## config.mk

```make
export PLATFORM = sky130hd
export DESIGN_NAME = quant_zigzag_4x4
export DESIGN_NICKNAME = d
export VERILOG_FILES = /design/src/rtl/quant_pkg.sv /design/src/rtl/quant_core.sv /design/src/rtl/quant_zigzag_4x4.sv
export SDC_FILE = /design/constraint.sdc
export NUM_CORES = 1
export LEC_CHECK = 0
export ABC_AREA = 1
export BUFFER_PORTS_ARGS = -buffer_cell sky130_fd_sc_hd__buf_2
export CORE_MARGIN = 10
export CORE_UTILIZATION = 31
export DETAILED_ROUTE_END_ITERATION = 10
export PLACE_DENSITY = 0.44
export SLEW_MARGIN = 20
export SYNTH_ARGS = -nofsm -noshare
export SYNTH_HDL_FRONTEND = slang
export SYNTH_HIERARCHICAL = 1
export SYNTH_SLANG_ARGS = --single-unit
```

## constraint.sdc

```tcl
create_clock -name clk -period 38.4 [get_ports clk]
set_input_delay 11.52 -clock clk [delete_from_list [all_inputs] [get_ports clk]]
set_output_delay 11.52 -clock clk [all_outputs]
set_load 0.03 [all_outputs]
```

## src/rtl/quant_pkg.sv

```systemverilog
// Shared constants and helpers for the 4x4 forward quantiser and zig-zag reorder.
// Holds the multiplier table, rounding offsets, scan order and control state encoding.
package quant_pkg;

    localparam logic [4:0] QBITS_BASE = 5'd15;

    typedef enum logic [1:0] {
        ST_IDLE  = 2'd0,
        ST_LOAD  = 2'd1,
        ST_DRAIN = 2'd2,
        ST_EMIT  = 2'd3
    } state_t;

    localparam logic [13:0] MF_A [6] = '{14'd13107, 14'd11916, 14'd10082, 14'd9362, 14'd8192, 14'd7282};
    localparam logic [13:0] MF_B [6] = '{14'd5243,  14'd4660,  14'd4194,  14'd3647, 14'd3355, 14'd2893};
    localparam logic [13:0] MF_C [6] = '{14'd8066,  14'd7490,  14'd6554,  14'd5825, 14'd5243, 14'd4559};

    localparam logic [3:0] ZIGZAG [16] = '{
        4'd0, 4'd1, 4'd4, 4'd8, 4'd5, 4'd2, 4'd3, 4'd6,
        4'd9, 4'd12, 4'd13, 4'd10, 4'd7, 4'd11, 4'd14, 4'd15
    };

    function automatic logic [2:0] qp_div6(input logic [4:0] qp);
        if (qp < 5'd6) begin
            return 3'd0;
        end else if (qp < 5'd12) begin
            return 3'd1;
        end else if (qp < 5'd18) begin
            return 3'd2;
        end else if (qp < 5'd24) begin
            return 3'd3;
        end else if (qp < 5'd30) begin
            return 3'd4;
        end else begin
            return 3'd5;
        end
    endfunction

    function automatic logic [2:0] qp_mod6(input logic [4:0] qp, input logic [2:0] div);
        logic [4:0] six_div;
        six_div = ({2'b00, div} << 2) + ({2'b00, div} << 1);
        return 3'(qp - six_div);
    endfunction

    // Class A: even row and even column; class B: odd row and odd column.
    function automatic logic [13:0] mf_lookup(input logic [2:0] qp_mod, input logic [3:0] pos);
        if (qp_mod > 3'd5) begin
            return 14'd0;
        end else begin
            case (pos)
                4'd0, 4'd2, 4'd8, 4'd10:  return MF_A[qp_mod];
                4'd5, 4'd7, 4'd13, 4'd15: return MF_B[qp_mod];
                default:                  return MF_C[qp_mod];
            endcase
        end
    endfunction

    // floor(2^qbits/3) for intra, floor(2^qbits/6) for inter.
    function automatic logic [19:0] round_offset(input logic [2:0] div, input logic mode);
        case ({mode, div})
            4'b0_000: return 20'd10922;
            4'b0_001: return 20'd21845;
            4'b0_010: return 20'd43690;
            4'b0_011: return 20'd87381;
            4'b0_100: return 20'd174762;
            4'b0_101: return 20'd349525;
            4'b1_000: return 20'd5461;
            4'b1_001: return 20'd10922;
            4'b1_010: return 20'd21845;
            4'b1_011: return 20'd43690;
            4'b1_100: return 20'd87381;
            4'b1_101: return 20'd174762;
            default:  return 20'd0;
        endcase
    endfunction

endpackage

```

## src/rtl/quant_core.sv

```systemverilog
// Combinational quantiser for one coefficient: sign/magnitude split, multiply,
// add rounding offset, shift by qbits, and restore the sign.
module quant_core
    import quant_pkg::*;
#(
    parameter int CW = 16,
    parameter int LW = 16
) (
    input  logic [CW-1:0] i_coeff,
    input  logic [4:0]    i_qp,
    input  logic          i_mode,
    input  logic [3:0]    i_pos,
    output logic [LW-1:0] o_level
);

    logic          w_neg;
    logic [CW-1:0] w_mag;
    logic [2:0]    w_div;
    logic [2:0]    w_mod;
    logic [13:0]   w_mf;
    logic [19:0]   w_off;
    logic [4:0]    w_qbits;
    logic [31:0]   w_sum;
    logic [LW-1:0] w_lvl;

    // The most negative input negates to 2^(CW-1), which is exact when read unsigned.
    assign w_neg   = i_coeff[CW-1];
    assign w_mag   = w_neg ? ((~i_coeff) + {{(CW-1){1'b0}}, 1'b1}) : i_coeff;
    assign w_div   = qp_div6(i_qp);
    assign w_mod   = qp_mod6(i_qp, w_div);
    assign w_mf    = mf_lookup(w_mod, i_pos);
    assign w_off   = round_offset(w_div, i_mode);
    assign w_qbits = QBITS_BASE + {2'b00, w_div};
    assign w_sum   = ({{(32-CW){1'b0}}, w_mag} * {18'd0, w_mf}) + {12'd0, w_off};
    assign w_lvl   = LW'(w_sum >> w_qbits);

    // Negating a zero magnitude yields zero, so no negative zero can appear.
    assign o_level = w_neg ? ((~w_lvl) + {{(LW-1){1'b0}}, 1'b1}) : w_lvl;

endmodule

```

## src/rtl/quant_zigzag_4x4.sv

```systemverilog
// 4x4 block quantiser: accepts 16 raster coefficients, quantises through one pipeline
// register into a block buffer, then emits levels in zig-zag order. Option: QUANT_NZCOUNT_EN.
module quant_zigzag_4x4
    import quant_pkg::*;
#(
    parameter int CW = 16,
    parameter int LW = 16
) (
    input  logic          clk,
    input  logic          rst,
    input  logic          in_valid,
    output logic          in_ready,
    input  logic [CW-1:0] coeff,
    input  logic [4:0]    qp,
    input  logic          mode,
    output logic          out_valid,
    output logic [LW-1:0] out_level,
    output logic          out_last
`ifdef QUANT_NZCOUNT_EN
    ,
    output logic [4:0]    out_nz
`endif
);

    state_t        r_state;
    state_t        w_state_next;
    logic          r_in_ready;
    logic [3:0]    r_pos;
    logic [4:0]    r_qp;
    logic          r_mode;
    logic          w_accept;
    logic [4:0]    w_core_qp;
    logic          w_core_mode;
    logic [LW-1:0] w_core_level;
    logic          r_pipe_vld;
    logic [3:0]    r_pipe_addr;
    logic [LW-1:0] r_pipe_level;
    logic [LW-1:0] r_buf [16];
    logic [4:0]    r_emit_cnt;
    logic          r_out_valid;
    logic [LW-1:0] r_out_level;
    logic          r_out_last;

    assign w_accept  = in_valid && r_in_ready;
    assign in_ready  = r_in_ready;
    assign out_valid = r_out_valid;
    assign out_level = r_out_level;
    assign out_last  = r_out_last;

    // The first beat must be quantised with the live qp/mode, before they are latched.
    assign w_core_qp   = (r_state == ST_IDLE) ? qp : r_qp;
    assign w_core_mode = (r_state == ST_IDLE) ? mode : r_mode;

    quant_core #(
        .CW (CW),
        .LW (LW)
    ) u_core (
        .i_coeff (coeff),
        .i_qp    (w_core_qp),
        .i_mode  (w_core_mode),
        .i_pos   (r_pos),
        .o_level (w_core_level)
    );

    // Next-state decode for the block sequencer.
    always_comb begin
        w_state_next = r_state;
        case (r_state)
            ST_IDLE: begin
                if (w_accept) begin
                    w_state_next = ST_LOAD;
                end else begin
                    w_state_next = ST_IDLE;
                end
            end
            ST_LOAD: begin
                if (w_accept && (r_pos == 4'd15)) begin
                    w_state_next = ST_DRAIN;
                end else begin
                    w_state_next = ST_LOAD;
                end
            end
            ST_DRAIN: begin
                w_state_next = ST_EMIT;
            end
            ST_EMIT: begin
                if (r_emit_cnt == 5'd16) begin
                    w_state_next = ST_IDLE;
                end else begin
                    w_state_next = ST_EMIT;
                end
            end
            default: begin
                w_state_next = ST_IDLE;
            end
        endcase
    end

    // State register; ready is registered from the next state so it never glitches.
    always_ff @(posedge clk) begin
        if (rst) begin
            r_state    <= ST_IDLE;
            r_in_ready <= 1'b1;
        end else begin
            r_state    <= w_state_next;
            r_in_ready <= (w_state_next == ST_IDLE) || (w_state_next == ST_LOAD);
        end
    end

    // Input position counter and per-block qp/mode capture.
    always_ff @(posedge clk) begin
        if (rst) begin
            r_pos  <= 4'd0;
            r_qp   <= 5'd0;
            r_mode <= 1'b0;
        end else begin
            if (w_accept) begin
                r_pos <= r_pos + 4'd1;
            end
            if (w_accept && (r_state == ST_IDLE)) begin
                r_qp   <= qp;
                r_mode <= mode;
            end
        end
    end

    // Pipeline register between the quantiser and the block buffer.
    always_ff @(posedge clk) begin
        if (rst) begin
            r_pipe_vld   <= 1'b0;
            r_pipe_addr  <= 4'd0;
            r_pipe_level <= {LW{1'b0}};
        end else begin
            r_pipe_vld <= w_accept;
            if (w_accept) begin
                r_pipe_addr  <= r_pos;
                r_pipe_level <= w_core_level;
            end
        end
    end

    // Block buffer, raster addressed; contents need no reset.
    always_ff @(posedge clk) begin
        if (r_pipe_vld) begin
            r_buf[r_pipe_addr] <= r_pipe_level;
        end
    end

    // Zig-zag readout; count value 16 is the trailing cycle that returns to idle.
    always_ff @(posedge clk) begin
        if (rst) begin
            r_emit_cnt  <= 5'd0;
            r_out_valid <= 1'b0;
            r_out_level <= {LW{1'b0}};
            r_out_last  <= 1'b0;
        end else if ((r_state == ST_EMIT) && (r_emit_cnt != 5'd16)) begin
            r_emit_cnt  <= r_emit_cnt + 5'd1;
            r_out_valid <= 1'b1;
            r_out_level <= r_buf[ZIGZAG[r_emit_cnt[3:0]]];
            r_out_last  <= (r_emit_cnt == 5'd15);
        end else begin
            r_emit_cnt  <= 5'd0;
            r_out_valid <= 1'b0;
            r_out_level <= {LW{1'b0}};
            r_out_last  <= 1'b0;
        end
    end

`ifdef QUANT_NZCOUNT_EN
    logic [4:0] r_nz;
    logic [4:0] r_out_nz;

    assign out_nz = r_out_nz;

    // Nonzero count follows buffer writes, so it is complete before readout begins.
    always_ff @(posedge clk) begin
        if (rst) begin
            r_nz     <= 5'd0;
            r_out_nz <= 5'd0;
        end else begin
            if (w_accept && (r_state == ST_IDLE)) begin
                r_nz <= 5'd0;
            end else if (r_pipe_vld && (r_pipe_level != {LW{1'b0}})) begin
                r_nz <= r_nz + 5'd1;
            end
            if ((r_state == ST_EMIT) && (r_emit_cnt == 5'd15)) begin
                r_out_nz <= r_nz;
            end else begin
                r_out_nz <= 5'd0;
            end
        end
    end
`endif

endmodule

```

==> results of run 1 <==
## synth_stat cells, types with 2 or more instances
master	instances	area, µm²
inv_1	516	1940
nand2_1	495	1860
nand3_1	368	1840
edfxtp_1	256	7690
nor2_1	247	927
fa_1	184	3680
ha_1	126	1580
nand3b_1	118	886
a21oi_1	71	355
o21ai_0	70	350
buf_2	61	305
dfxtp_1	57	1140
clkbuf_1	30	113
nand2_2	28	175
nand3_2	25	250
xor2_1	19	166
nor3_1	14	70.1
a31oi_1	13	81.3
o21a_1	9	67.6
clkinv_1	8	30.0
nand2_4	7	78.8
buf_6	6	67.6
inv_2	6	22.5
o21ai_1	4	20.0
or2_2	4	25.0
and3_1	3	18.8
buf_1	3	11.3
nand4_1	3	18.8
a21o_1	2	15.0
and2_1	2	12.5
buf_4	2	15.0
inv_4	2	12.5
nor2_2	2	12.5
nor2_4	2	22.5
o21ai_2	2	17.5
o22ai_2	2	25.0
xnor2_1	2	17.5
## layout make-up
cell class,count,area [µm²],share of cell area
repair buffers,82,508,0.0191
clock buffers,50,982,0.0370
well taps,1040,1300,0.0490
multi-input cells,1835,12800,0.481
flip-flops and latches,313,8830,0.332
inverters,532,2000,0.0754
clock inverters,13,153,0.00575
## stage by stage
stage          utilization  instance area, µm²  hold slack, ns  setup slack [ns]
6_report             0.344               26600           0.447             16.22
5_1_grt              0.344               26600           0.473             15.23
4_1_cts              0.344               26600           0.452             16.33
3_5_place_dp         0.329               25400           0.443             15.81
3_3_place_gp         0.329               25400           0.440             15.82
2_1_floorplan            -               24000           0.425             18.21
## how the worst max path moves through the flow
stage          cells past startpoint  startpoint               end
2_1_floorplan                     51       qp[4]  r_pipe_level[10]
3_3_place_gp                      48       qp[1]  r_pipe_level[12]
3_5_place_dp                      49       qp[1]  r_pipe_level[12]
4_1_cts                           49       qp[1]  r_pipe_level[12]
5_1_grt                           49       qp[1]  r_pipe_level[12]
6_report                          48       qp[1]  r_pipe_level[12]
## kinds of logic after synthesis
group	synth area share
buffers and inverters	0.105
xor gates and xnor gates	0.00765
and+or+nand+nor	0.260
adders and majority gates	0.219
DFF	0.367
AOI/OAI and AO/OA	0.0417
## state kept, by name, summed over array words and instances (netlist names), 2 cells and up
signal        count
r_emit_cnt        5
r_pipe_addr       4
r_qp              5
r_pipe_level     16
r_state           2
out_level        16
r_buf           256
r_pos             4
## critical path, delay by kind of cell
kind                       cells  cell delay [ns]
and+or+nand+nor               26             4.18
adders and majority gates      9             4.11
buffers and inverters          9             1.65
AOI/OAI and AO/OA              4             1.08
## metal layers
| layer | part of all wire | vias to the layer above |
|---|---|---|
| li1 | - | 8922 |
| met1 | 0.48 | 9174 |
| met2 | 0.47 | 370 |
| met3 | 0.037 | 69 |
| met4 | 0.015 | 0 |
| met5 | 0 | - |
==> flow_metrics.env, run 1 <==
export IMPL_rsz0062_at_grt="false"
export IMPL_cts_sinks=313
export IMPL_fillers=8035
export IMPL_rows=102
export IMPL_synth_seq_cells=313
export IMPL_fp_coreArea_um2=77200
export IMPL_cts_resized=0
export IMPL_post_cts_repair_setup_buffers=0
export IMPL_die_x_um=298
export IMPL_cts_buffers_inserted=35
export IMPL_area_delta_synth_final_pct=10.5
export IMPL_routed_wl_um=72600
export IMPL_met3_usage=0.0155
export IMPL_synth_area_um2=24000
export IMPL_layout_commonest_cell="inv_1"
export IMPL_finalClockSkew_ns=0.0292
export IMPL_postCtsHoldBufs=0
export IMPL_worstSetupStartpointType="input port"
export IMPL_grt_pass1_vias=18701
export IMPL_grt_start_max_net_pins=129
export IMPL_clk_pin_slew_ns=0.06
export IMPL_tns_ns=0
export IMPL_slowest_stage="nor2_1"
export IMPL_cts_tree="done"
export IMPL_hp_class="register to register"
export IMPL_overflow=0
export IMPL_synth_ff_type="edfxtp_1"
export IMPL_port_buffers=43
export IMPL_antenna_cells=0
export IMPL_reg2reg_to="r_pipe_level[12]"
export IMPL_top_usage_layer="met2"
export IMPL_cts_buffer_depth=3
export IMPL_ioPinCount=44
export IMPL_cp_end_kind="register"
export IMPL_finalHoldViolCount=0
export IMPL_syn_avg_cell_area_um2=8.64
export IMPL_critPathKind="input port to register"
export IMPL_drc_errors=0
export IMPL_rrSetupSlack_ns=26.35
export IMPL_max_slew_margin=0.327
export IMPL_final_cells=3865
export IMPL_r2r_start="r_state[0]"
export IMPL_finalCriticalPeriod_ns=22.18
export IMPL_grtUsageTotal=0.161
export IMPL_drtIter0Drc=1377
export IMPL_synthArstFlopShare=0
export IMPL_clock_root_buffer="clkbuf_16"
export IMPL_setup_violations_final=0
export IMPL_max_freq_mhz=45.1
export IMPL_antenna_found_initial=2
export IMPL_min_to="r_qp[0]"
export IMPL_start_util=0.311
export IMPL_max_cap_viol_count=0
export IMPL_worstPathRequired_ns=38.81
export IMPL_yosysWarnings=6
export IMPL_dieArea_um2=89100
export IMPL_chipHeight_um=298
export IMPL_wl_per_cell_um=18.8
export IMPL_vias=18535
export IMPL_first_pass_iters=7
export IMPL_syn_inst=2782
export IMPL_hold_depth=2
export IMPL_status="completed"
export IMPL_finish_net_count=3134
export IMPL_met1_usage=0.225
export IMPL_viasPerCell=4.80
export IMPL_grt_use_met2=0.270
export IMPL_ant_nets=0
export IMPL_crit_arrival_ns=22.59
export IMPL_yosysUniqueCellTypes=50
export IMPL_slowest_delay_ns=0.64
export IMPL_critPathMaxFanout=25
export IMPL_dpl_hpwl_um=51500
export IMPL_syn_nets=3117
export IMPL_synth_edf_count=256
export IMPL_htreeDepth=2
export IMPL_dp_cells=3802
export IMPL_gp_congestion=0.863
export IMPL_insertion_delay_ns=0.55
export IMPL_drv_slew=0
export IMPL_layout_common_cells="inv_1 (515), nand2_1 (495), nand3_1 (368)"
export IMPL_synth_seq_area_share=0.367
export IMPL_grt_pass1_wl_um=113000
export IMPL_tightest_slew_ns=1.01
export IMPL_min_from="r_qp[0]"
export IMPL_fin_crit_sh=0.578
export IMPL_worst_r2r_cell_count=47
export IMPL_drive_gt1_frac=0.0828
Power of run 1 is not shown: default switching activity piles up to over one toggle a cycle in this logic, so the estimate is an artifact.
==> run 2, diff against run 1 <==
--- a/config.mk
+++ b/config.mk
@@ -10,7 +10,7 @@
 export CORE_MARGIN = 10
 export CORE_UTILIZATION = 31
 export DETAILED_ROUTE_END_ITERATION = 10
-export PLACE_DENSITY = 0.44
+export PLACE_DENSITY = 0.46
 export SLEW_MARGIN = 20
 export SYNTH_ARGS = -nofsm -noshare
 export SYNTH_HDL_FRONTEND = slang
==> constraint.sdc (replaced) <==
create_clock -name clk -period 18.6 [get_ports clk]
set_input_delay 5.58 -clock clk [delete_from_list [all_inputs] [get_ports clk]]
set_output_delay 5.58 -clock clk [all_outputs]
set_load 0.03 [all_outputs]
==> flow_metrics.env, run 2 (synthesis results as in run 1) <==
export IMPL_worstSetupStartpointType="input port"
export IMPL_min_from="r_qp[1]"
export IMPL_worstPathRequired_ns=19.01
export IMPL_cp_depth=51
export IMPL_finalHoldViolCount=0
export IMPL_postCtsHoldBufs=0
export IMPL_rows=102
export IMPL_rsz0062_at_grt="false"
export IMPL_chipHeight_um=298
export IMPL_r2r_start="r_state[0]"
export IMPL_layout_commonest_cell="inv_1"
export IMPL_crit_arrival_ns=16.57
export IMPL_tightest_slew_ns=0.978
export IMPL_hp_class="register to register"
export IMPL_drv_slew=0
export IMPL_routed_wl_um=72100
export IMPL_ioPinCount=44
export IMPL_slowest_stage="nor2_1"
export IMPL_dpl_hpwl_um=50800
export IMPL_overflow=0
export IMPL_finalCriticalPeriod_ns=16.16
export IMPL_die_x_um=298
export IMPL_first_pass_iters=8
export IMPL_timing_critical_path_mode_cell="nand2_1"
export IMPL_htreeDepth=2
export IMPL_grt_pass1_vias=18985
export IMPL_grt_start_max_net_pins=129
export IMPL_cts_buffers_inserted=34
export IMPL_area_delta_synth_final_pct=10.3
export IMPL_max_freq_mhz=61.9
export IMPL_start_util=0.311
export IMPL_worst_r2r_cell_count=50
export IMPL_vias=18576
export IMPL_tns_ns=0
export IMPL_critPathKind="input port to register"
export IMPL_grtUsageTotal=0.161
export IMPL_setup_violations_final=0
export IMPL_regMostFlops="r_buf"
export IMPL_dieArea_um2=89100
export IMPL_finish_net_count=3130
export IMPL_cts_buffer_depth=3
export IMPL_drtIter0Drc=1194
export IMPL_cp_startpoint="qp[1]"
export IMPL_clock_root_buffer="clkbuf_16"
export IMPL_port_buffers=43
export IMPL_drc_errors=0
export IMPL_grt_pass1_wl_um=113000
export IMPL_layout_common_cells="inv_1 (515), nand2_1 (495), nand3_1 (368)"
export IMPL_cts_tree="done"
export IMPL_gp_congestion=0.864
export IMPL_clk_pin_slew_ns=0.07
export IMPL_hold_depth=2
export IMPL_post_cts_repair_setup_buffers=0
export IMPL_antenna_cells=0
export IMPL_cts_sinks=313
export IMPL_cp_end_kind="register"
export IMPL_insertion_delay_ns=0.53
export IMPL_cts_resized=0
export IMPL_max_cap_viol_count=0
export IMPL_fp_coreArea_um2=77200
export IMPL_drive_gt1_frac=0.0801
export IMPL_largest_reg_flops=256
export IMPL_antenna_found_initial=0
export IMPL_viasPerCell=4.81
export IMPL_finalClockSkew_ns=0.0274
export IMPL_status="completed"
export IMPL_cpLargestDelayFamily="adder cells"
export IMPL_crit_buf_inv=10
export IMPL_wl_per_cell_um=18.7
export IMPL_critPathMaxFanout=25
export IMPL_ant_nets=0
export IMPL_slowest_delay_ns=0.65
export IMPL_fin_crit_sh=0.869
export IMPL_max_slew_margin=0.347
## run 2: cell count changes in the layout (fill, tap and decap cells not counted), moves of 3 or more
cell,change
buf_4,-3
nor2_4,+5
clkbuf_8,-3
nor2_2,-5
## run 2: per-stage QoR
step / worst slack, ns / area [µm²] / utilization / cells / hold slack, ns
after floorplan: 4.35 / 24000 / - / 2782 / 0.425
after global placement: 2.04 / 25400 / 0.329 / 3799 / 0.441
after detailed placement: 2.02 / 25400 / 0.329 / 3799 / 0.443
after CTS: 2.54 / 26500 / 0.343 / 3860 / 0.455
after global routing: 1.43 / 26500 / 0.343 / 3860 / 0.476
final: 2.44 / 26500 / 0.343 / 3860 / 0.448
## run 2: final cells by class
class / instances / area (µm²)
Sequential cell: 313 / 8830
Multi-Input combinational cell: 1835 / 12800
Clock inverter: 12 / 135
Tap cell: 1040 / 1300
Fill cell: 8087 / 50700
Inverter: 532 / 2000
Timing Repair Buffer: 79 / 485
Clock buffer: 49 / 948
## run 2: path summary, 6_finish.rpt
kind / end / slack (ns)
min reg2reg: r_qp[1] / 0.45
max: r_pipe_level[10] / 2.44
max reg2reg: r_pipe_level[10] / 6.64
min: r_qp[1] / 0.45
## run 2: worst min-delay path, cell delays in order, from the launching register on
cell and delay [ns]:
dfxtp_1 0.30, inv_1 0.05, a21oi_1 0.05
## run 2: layer usage
metal	GRT usage	up-vias	share of wire
met1	0.226	9165	0.48
met4	0.0328	0	0.020
met5	0	-	0
li1	-	8932	-
met2	0.265	405	0.46
met3	0.0161	74	0.042
Power of run 2 is left out for the same reason.
